**config.mk**
```make
export PLATFORM = sky130hd
export DESIGN_NAME = seg_scan_ctrl
export DESIGN_NICKNAME = d
export VERILOG_FILES = /design/src/rtl/seg_pkg.sv /design/src/rtl/bcd_to_7seg.sv /design/src/rtl/seg_scan_ctrl_timer.sv /design/src/rtl/seg_scan_ctrl.sv
export SDC_FILE = /design/constraint.sdc
export NUM_CORES = 1
export LEC_CHECK = 0
export ABC_AREA = 1
export CAP_MARGIN = 20
export CORE_MARGIN = 3
export CORE_UTILIZATION = 61
export DETAILED_ROUTE_END_ITERATION = 6
export GPL_TIMING_DRIVEN = 0
export PLACE_DENSITY = 0.85
export SLEW_MARGIN = 5
export SYNTH_ARGS = -nofsm -noshare
export SYNTH_HDL_FRONTEND = slang
export SYNTH_SLANG_ARGS = --single-unit
export TNS_END_PERCENT = 1
```
**constraint.sdc**
```tcl
create_clock -name clk -period 4.8 [get_ports clk]
set_input_delay 0.96 -clock clk [delete_from_list [all_inputs] [get_ports clk]]
set_output_delay 0.96 -clock clk [all_outputs]
set_load 0.02 [all_outputs]
```
**src/rtl/seg_pkg.sv**
```systemverilog
// Shared types, constants and the leading-zero helper for the 7-segment scan controller.
package seg_pkg;

  localparam logic [6:0] SEG_BLANK = 7'b1111111;

  typedef enum logic {BLANK, SHOW} scan_state_e;

  typedef logic [3:0] bcd_t;

  // Bit i set means digit i is a leading zero and should be blanked.
  // Supports up to 8 digits; only the low n nibbles are considered.
  function automatic logic [7:0] lz_mask(input logic [31:0] digits, input int n);
    logic [7:0] mask;
    logic       seen;
    mask = '0;
    seen = 1'b0;
    for (int i = 7; i >= 0; i--) begin
      if (i < n) begin
        if (digits[4*i +: 4] != 4'd0) seen = 1'b1;
        mask[i] = !seen && (i != 0);
      end
    end
    return mask;
  endfunction

endpackage

```
**src/rtl/bcd_to_7seg.sv**
```systemverilog
// Combinational BCD to active-low 7-segment decoder, output order {a,b,c,d,e,f,g}.
module bcd_to_7seg
  import seg_pkg::*;
(
  input  bcd_t       bcd,
  output logic [6:0] seg_n
);

  always_comb begin
    seg_n = SEG_BLANK;
    case (bcd)
      4'd0: seg_n = 7'b0000001;
      4'd1: seg_n = 7'b1001111;
      4'd2: seg_n = 7'b0010010;
      4'd3: seg_n = 7'b0000110;
      4'd4: seg_n = 7'b1001100;
      4'd5: seg_n = 7'b0100100;
      4'd6: seg_n = 7'b0100000;
      4'd7: seg_n = 7'b0001111;
      4'd8: seg_n = 7'b0000000;
      4'd9: seg_n = 7'b0000100;
      default: seg_n = SEG_BLANK;
    endcase
  end

endmodule

```
**src/rtl/seg_scan_ctrl_timer.sv**
```systemverilog
// Free-running tick counter that restarts itself at a caller-selected terminal count.
module seg_scan_ctrl_timer #(
  parameter int W = 2
) (
  input  logic         clk,
  input  logic         reset_n,
  input  logic [W-1:0] last,
  output logic         tc
);

  logic [W-1:0] cnt;

  assign tc = (cnt == last);

  always_ff @(posedge clk or negedge reset_n) begin
    if (!reset_n) cnt <= '0;
    else if (tc)  cnt <= '0;
    else          cnt <= cnt + 1'b1;
  end

endmodule

```
**src/rtl/seg_scan_ctrl.sv**
```systemverilog
// Multiplexed 7-segment scan controller: one shared decoder, blanking gaps between
// digits, and display values that only change on frame boundaries.
module seg_scan_ctrl
  import seg_pkg::*;
#(
  parameter int NUM_DIGITS      = 4,
  parameter int TICKS_PER_DIGIT = 50000,
  parameter int BLANK_TICKS     = 500
) (
  input  logic                    clk,
  input  logic                    reset_n,
  input  logic [4*NUM_DIGITS-1:0] digits_in,
  input  logic                    load_valid,
  output logic                    load_ready,
  input  logic                    lz_blank_en,
  output logic [6:0]              seg_n,
  output logic [NUM_DIGITS-1:0]   dig_en_n,
  output logic                    frame_done
);

  localparam int MAX_T = (TICKS_PER_DIGIT > BLANK_TICKS) ? TICKS_PER_DIGIT : BLANK_TICKS;
  localparam int CW    = $clog2(MAX_T);
  localparam int IW    = (NUM_DIGITS > 2) ? $clog2(NUM_DIGITS) : 1;

  localparam logic [CW-1:0] SHOW_LAST  = CW'(TICKS_PER_DIGIT - 1);
  localparam logic [CW-1:0] BLANK_LAST = CW'(BLANK_TICKS - 1);
  localparam logic [IW-1:0] IDX_LAST   = IW'(NUM_DIGITS - 1);

  scan_state_e             state, state_nx;
  logic [IW-1:0]           idx, idx_nx;
  logic [CW-1:0]           last;
  logic                    tc;
  logic [4*NUM_DIGITS-1:0] active, pending;
  logic                    pending_full;
  logic [NUM_DIGITS-1:0]   mask;
  bcd_t                    cur_nib, dec_in;
  logic                    cur_mask;
  logic [6:0]              dec_seg, show_seg;

  assign last = (state == SHOW) ? SHOW_LAST : BLANK_LAST;

  seg_scan_ctrl_timer #(.W(CW)) u_timer (
    .clk     (clk),
    .reset_n (reset_n),
    .last    (last),
    .tc      (tc)
  );

  // Select the nibble and leading-zero flag of the digit about to be lit.
  assign mask = NUM_DIGITS'(lz_mask(32'(active), NUM_DIGITS));

  always_comb begin
    cur_nib  = '0;
    cur_mask = 1'b0;
    for (int i = 0; i < NUM_DIGITS; i++) begin
      if (idx == IW'(i)) begin
        cur_nib  = active[4*i +: 4];
        cur_mask = mask[i];
      end
    end
  end

  // Out-of-range nibbles never reach the decoder; they are blanked instead.
  assign dec_in = (cur_nib > 4'd9) ? 4'd0 : cur_nib;

  bcd_to_7seg u_dec (
    .bcd   (dec_in),
    .seg_n (dec_seg)
  );

  assign show_seg = ((cur_nib > 4'd9) || (lz_blank_en && cur_mask)) ? SEG_BLANK : dec_seg;

  always_ff @(posedge clk or negedge reset_n) begin
    if (!reset_n) begin
      state <= BLANK;
      idx   <= '0;
    end else begin
      state <= state_nx;
      idx   <= idx_nx;
    end
  end

  always_comb begin
    state_nx   = state;
    idx_nx     = idx;
    frame_done = 1'b0;
    if (tc) begin
      case (state)
        BLANK: state_nx = SHOW;
        SHOW: begin
          state_nx   = BLANK;
          idx_nx     = (idx == IDX_LAST) ? '0 : idx + 1'b1;
          frame_done = (idx == IDX_LAST);
        end
        default: state_nx = BLANK;
      endcase
    end
  end

  // Pin drivers are loaded with the next state's values so they switch cleanly.
  always_ff @(posedge clk or negedge reset_n) begin
    if (!reset_n) begin
      seg_n    <= SEG_BLANK;
      dig_en_n <= '1;
    end else if (tc) begin
      if (state == BLANK) begin
        seg_n    <= show_seg;
        dig_en_n <= ~(NUM_DIGITS'(1) << idx);
      end else begin
        seg_n    <= SEG_BLANK;
        dig_en_n <= '1;
      end
    end
  end

  assign load_ready = !pending_full;

  always_ff @(posedge clk or negedge reset_n) begin
    if (!reset_n) begin
      pending      <= '0;
      active       <= '0;
      pending_full <= 1'b0;
    end else begin
      if (load_valid && load_ready) begin
        pending      <= digits_in;
        pending_full <= 1'b1;
      end
      if (frame_done && pending_full) begin
        active       <= pending;
        pending_full <= 1'b0;
      end
    end
  end

endmodule
```
* Word level (Yosys, flattened, before mapping)
Memories as Yosys holds them, arrays and structs flattened.
Index checks and enable logic that the tools add are counted.
** Cells by class
- $add $sub $neg :: 2
- Order comparisons :: 1
- Equal/unequal tests :: 4
- Shift-type cells :: 1
- Mux-type cells :: 22
- Bitwise logic cells :: 2
- Reduce and logical (&&, ||, !) cells :: 14
** Operator list (count)
- $mux 16 :: 2
- $mux 4 :: 6
- $add 16x1->16 const B :: 1
- $eq 16x16->1 :: 1
- $mux 7 :: 2
- $reduce_bool 4->1 :: 3
- $mux 1 :: 10
- $eq 2x2->1 const B :: 2
- $gt 4x4->1 const B :: 1
- $logic_not 1->1 :: 4
- $not 4->4 :: 1
- $shl 1x2->4 const A :: 1
- $logic_and 1x1->1 :: 3
- $add 2x1->2 const B :: 1
- $eq 2x1->1 const B :: 1
- $logic_not 2->1 :: 1
- $mux 2 :: 1
- $pmux 1 s2 :: 1
- $reduce_and 2->1 :: 1
- $reduce_bool 2->1 :: 1
- $logic_or 1x1->1 :: 1
- $not 1->1 :: 1
** Word-level totals
- Bits in registers :: 63
- ROM bits :: 112
- Input port bits :: 20
- Output and inout bits :: 13
- Logic and storage cells :: 55
- Memories :: 1
** Memories
- (name not given) :: depth 16, bits a word 7, read ports 1, clocked after memory_dff 0, write ports 0, line bcd_to_7seg.sv:11 : case (bcd)

* Longest topological paths before layout
- Word-level depth :: 12
- Mapped depth :: 16
- Mapped depth without buffers :: 16

* Hierarchy
A second synthesis with hierarchy kept.
** Second synthesis, totals
- Cell total of the unflattened synthesis :: 469
- Area, all modules :: 3542.1 µm²
** Modules (own cells, without submodules)
- seg_scan_ctrl :: instances 1, cells each 246, area an instance 2154.6 µm²
- seg_scan_ctrl_timer :: instances 1, cells each 188, area an instance 1199.9 µm²
- bcd_to_7seg :: instances 1, cells each 35, area an instance 187.7 µm²

* Worst setup path before layout
Ideal clock, no wire load.
- Path kind :: register to register
- Start point :: reg idx[0]
- End point :: reg seg_n[3]
- Setup time :: 0.077 ns
- Arrival :: 2.092 ns
- Setup slack :: 2.630 ns
- Cell stages (with the launch flop) :: 15
- Path buffers :: 1
- Cells stage by stage :: dfrtp_1 > inv_1 > ha_1 > buf_2 > a21oi_1 > nand2_1 > a21boi_0 > nand2_1 > nand2_1 > nand2_1 > ha_1 > inv_1 > nor2_1 > nor2_1 > o21a_1
** Between the ends
- Longest elaborated chain between the ends :: 10
- Elaborated cells between the ends (all ways) :: 18
- Those cells by class :: 1 x order compare; 3 x eq/ne; 10 x mux; 3 x reduce/logical; 1 x memory
** RTL lines
- start: declaration :: line seg_scan_ctrl.sv:30 : logic [IW-1:0] idx, idx_nx;
- start signal: assignment :: line seg_scan_ctrl.sv:79 : idx <= idx_nx;
- $logic_not 2->1 :: line seg_scan_ctrl.sv:56 : if (idx == IW'(i)) begin
- $mux 4 (4 in series) :: line seg_scan_ctrl.sv:56
- $gt 4x4->1 :: line seg_scan_ctrl.sv:64, seg_scan_ctrl.sv:71
- $mux 4 :: line seg_scan_ctrl.sv:64 : assign dec_in = (cur_nib > 4'd9) ? 4'd0 : cur_nib;
- $mem_v2 16x7
- $mux 7 (*) :: line seg_scan_ctrl.sv:71 : assign show_seg = ((cur_nib > 4'd9) || (lz_blank_en && cur_mask)) ? SEG_BLANK : dec_seg;
- $mux 7 (*) :: line seg_scan_ctrl.sv:106 : if (state == BLANK) begin
- end signal: assignment :: line seg_scan_ctrl.sv:107 : seg_n <= show_seg;
- end: declaration :: line seg_scan_ctrl.sv:16 : output logic [6:0] seg_n,
Every way passes the cells marked *; elsewhere a longest branch is shown, timed or not.
A chain may end at the register's enable or synchronous reset.

* Worst setup path in the final report
- Start point :: reg u_timer.cnt[0]
- End point :: out frame_done
** Between the ends
- Longest elaborated chain between the ends :: 2
** RTL lines
- start: declaration :: line seg_scan_ctrl_timer.sv:11 : logic [W-1:0] cnt;
- start signal: assignment :: line seg_scan_ctrl_timer.sv:18 : else cnt <= cnt + 1'b1;
- $eq 16x16->1 :: line seg_scan_ctrl_timer.sv:13 : assign tc = (cnt == last);
- $mux 1 :: line seg_scan_ctrl.sv:87 : if (tc) begin
- end: declaration :: line seg_scan_ctrl.sv:18 : output logic frame_done
Every way passes these cells.

==> run_results.csv <==
group,metric,value,unit
logic_synthesis,yosysTopAreaCell,"dfrtp_1",
setup_path,critical_path.cell_chain,"ha_1 > nand4_1 > nor2_2 > nand3_4 > nor2_4 > clkdlybuf4s50_1",
logic_synthesis,synth_top_family_by_area,"simple AND/OR/NAND/NOR gates",
logic_synthesis,synth-xor-area-share,1.82,%
setup_path,worst_setup_path_end_kind,"output port",
global_route,grt_max_degree,64,
clock_tree,cts_buffers,9,
floorplan,initial_utilization,64.6,%
placement,postPlaceCellArea,3770,um2
run_status,outcome,"finished clean",
routing,drt.antenna.violating_nets,0,
logic_synthesis,synth_cells,383,
power,powerDensity,263,nW/um2
final_layout,nets,457,
placement,gp_congestion,0.923,
routing,vias_per_cell,5.25,
floorplan,coreArea,5200,um2
clock_tree,path_clk_slew,0.07,ns
routing,drc,0,
global_route,grt_pass1_wl,11.7,mm
clock_tree,htreeDepth,3,
logic_synthesis,synthAdderAreaFrac,4.09,%
clock_tree,ctsResizeCount,0,
setup_path,cp_top_family,"simple AND/OR/NAND/NOR gates",
routing,via_count,2629,
routing,wl_per_cell,13.1,um
job,cap_violations,0,
routing,drt_wl_total,6.56,mm
setup_path,cp.depth,6,
clock_tree,cts_hold_buf,0,
timing,finalHoldViolCount,0,
worst_hold_path,hp-class,"reg2reg",
logic_synthesis,async_flop_share,100,%
timing,slew-limit-headroom,49.4,%
timing,worstMarginPinSlew,0.759,ns
setup_path,path_class,"reg2out",
clock_tree,clk_path_buf_depth,2,
setup_path,max_stage_delay,0.62,ns
timing,rsz0062_at_grt,"no",
final_layout,final_common_cell,"nand2_1",
logic_synthesis,post-synth-top-area-fraction,38.7,%
timing,fmax,314,MHz
logic_synthesis,synthSimpleGateAreaFrac,25.3,%
clock_tree,cts_root_buffer,"clkbuf_8",
setup_path,crit_path_top_delay_cell,"clkdlybuf4s50_1",
clock_tree,clock-sinks,63,
global_route,grtUsageTotal,23.6,%
worst_hold_path,hold_depth,1,
logic_synthesis,yosys-top-cells-area,"dfrtp_1 39%, nand2_1 10%, dfstp_2 8.6%, mux2_2 5.7%, inv_1 4.9%",
final_layout,postLayoutCellArea,3970,um2
logic_synthesis,synth_area_per_cell,8.78,um2
setup_path,critical_path_arrival,2.22,ns
setup_path,crit_buf_inv,1,
global_route,antenna_found_initial,0,
power,ir_drop,319,uV
setup_path,start_kind,"flop",
timing,period_share,66.3,%
timing,drv_slew,0,
timing,tns,0,ns
logic_synthesis,yosysSeqAreaShare,47.3,%
logic_synthesis,yosysUniqueCellTypes,38,
logic_synthesis,synth_edf_count,0,
logic_synthesis,synth_mux_area_share,5.69,%
routing,dr.pass1.iters,6,
setup_path,crit_fanout,6,
final_layout,area_growth,17.9,%
floorplan,num_io_pins,33,
timing,post-route-min-period,3.18,ns
setup_path,worstPathRequired,3.84,ns
logic_synthesis,yosys_most_used_dff,"dfrtp_1",
floorplan,die_height,80.3,um
global_route,grt_pass1_vias,2662,
floorplan,fp-row-count,26,
setup_path,ff2ff_path_depth,14,
floorplan,fp.dieW,80.3,um
logic_synthesis,ys_warn_count,0,
logic_synthesis,yosys_register_bits,63,
timing,setup_violations,0,
logic_synthesis,synth.cell_area,3360,um2
clock_tree,postCtsSetupBuffers,0,
clock_tree,cts_tree,"built",
clock_tree,clock_latency,0.34,ns
power,leakage,2.00,nW
routing,drtIter0Drc,203,
timing,finClkSkew,0.00672,ns
global_route,overflow,0,
final_layout,drive_above_1_share,20.9,%
logic_synthesis,syn-num-nets,414,
floorplan,dieArea,6440,um2
final_layout,mostFrequentLayoutCells,"91 x nand2_1, 52 x dfrtp_1, 44 x inv_1",
placement,dpl.hpwl,4.71,mm
final_layout,insertedDiodeCount,0,
logic_synthesis,synth-compound-area-share,8.00,%
placement,io_buffers,32,
==> path summary, 6_finish.rpt <==
path / start / endpoint / slack, ns
setup / recovery: u_timer.cnt[0]$_DFF_PN0_ / frame_done / 1.62
hold / removal: u_timer.cnt[13]$_DFF_PN0_ / u_timer.cnt[13]$_DFF_PN0_ / 0.47
setup reg to reg: idx[1]$_DFFE_PN0P_ / seg_n[3]$_DFFE_PN1N_ / 2.30
hold reg to reg: u_timer.cnt[13]$_DFF_PN0_ / u_timer.cnt[13]$_DFF_PN0_ / 0.47
max in group asynchronous: reset_n / active[8]$_DFFE_PN0P_ / 3.61
min in group asynchronous: reset_n / u_timer.cnt[6]$_DFF_PN0_ / 0.68
==> per-stage QoR <==
step           setup WS (ns)  power (mW)  instances  util [%]  hold slack, ns
6_report                1.62        1.04        501      76.2           0.467
4_1_cts                 1.59        1.06        501      76.2           0.472
2_1_floorplan           2.63       0.568        383         -           0.436
3_3_place_gp           0.873       0.594        485      72.5           0.446
5_1_grt                 1.48        1.09        501      76.2           0.492
3_5_place_dp            1.96       0.596        485      72.4           0.455
==> kinds of logic (layout without fill, tap and decap cells) <==
family                   after synthesis  count (layout)
multiplexers                          17              17
buffers and inverters                 60             108
AO/OA/AOI/OAI                         42              42
AND/OR/NAND/NOR                      183             183
flip-flops                            63              63
XOR/XNOR                               7               7
adder cells (fa/ha/maj)               11              11
==> report_power, final <==
| part | internal, mW | switching, mW | leakage, nW |
|---|---|---|---|
| clock | 0.251 | 0.205 | 0.0981 |
| sequential | 0.543 | 0.00669 | 0.806 |
| combinational | 0.0215 | 0.0145 | 1.10 |
| total | 0.815 | 0.226 | 2.00 |
==> layout make-up <==
type                       count  area, um2
inverter                      51        194
multi-input combinational    260       1510
timing repair buffer          32        318
clock buffer                  10        138
fill                         374       1240
clock inverter                 6       60.1
tap                           70       87.6
sequential                    63       1590
buffer                         9       70.1
==> flip-flops by register name (all words and copies together), names as in the netlist <==
register      flops
dig_en_n          4
idx               2
pending          16
active           16
state             1
pending_full      1
seg_n             7
u_timer.cnt      16
==> synthesized netlist by cell type, types with 2 or more instances <==
library cell and number:
a21boi_0 3, xnor2_1 3, buf_2 5, nand2_1 91
dfstp_2 11, nand3_1 18, or2_2 4, inv_2 5
o21ai_0 10, nor2_2 5, nand4_1 9, o21ai_2 4
o21ai_1 4, nor2_1 29, a2bb2oi_1 5, nand2_2 8
nor4_1 2, xor2_1 4, buf_6 2, mux2_2 17
o21a_1 2, inv_1 44, ha_1 11, clkinv_2 2
dfrtp_1 52, a21oi_1 12, nor3_1 7, nand3_2 4
==> routing by layer <==
metal / wire length (um) / track usage, % / part of all wire (%)
met5: 0 / 0 / 0
met4: 95 / 9.29 / 1.4
met3: 267 / 5.72 / 4.1
met2: 3250 / 39.2 / 50
met1: 2950 / 29.6 / 45
Note: power is estimated with default switching activity, not from simulation.
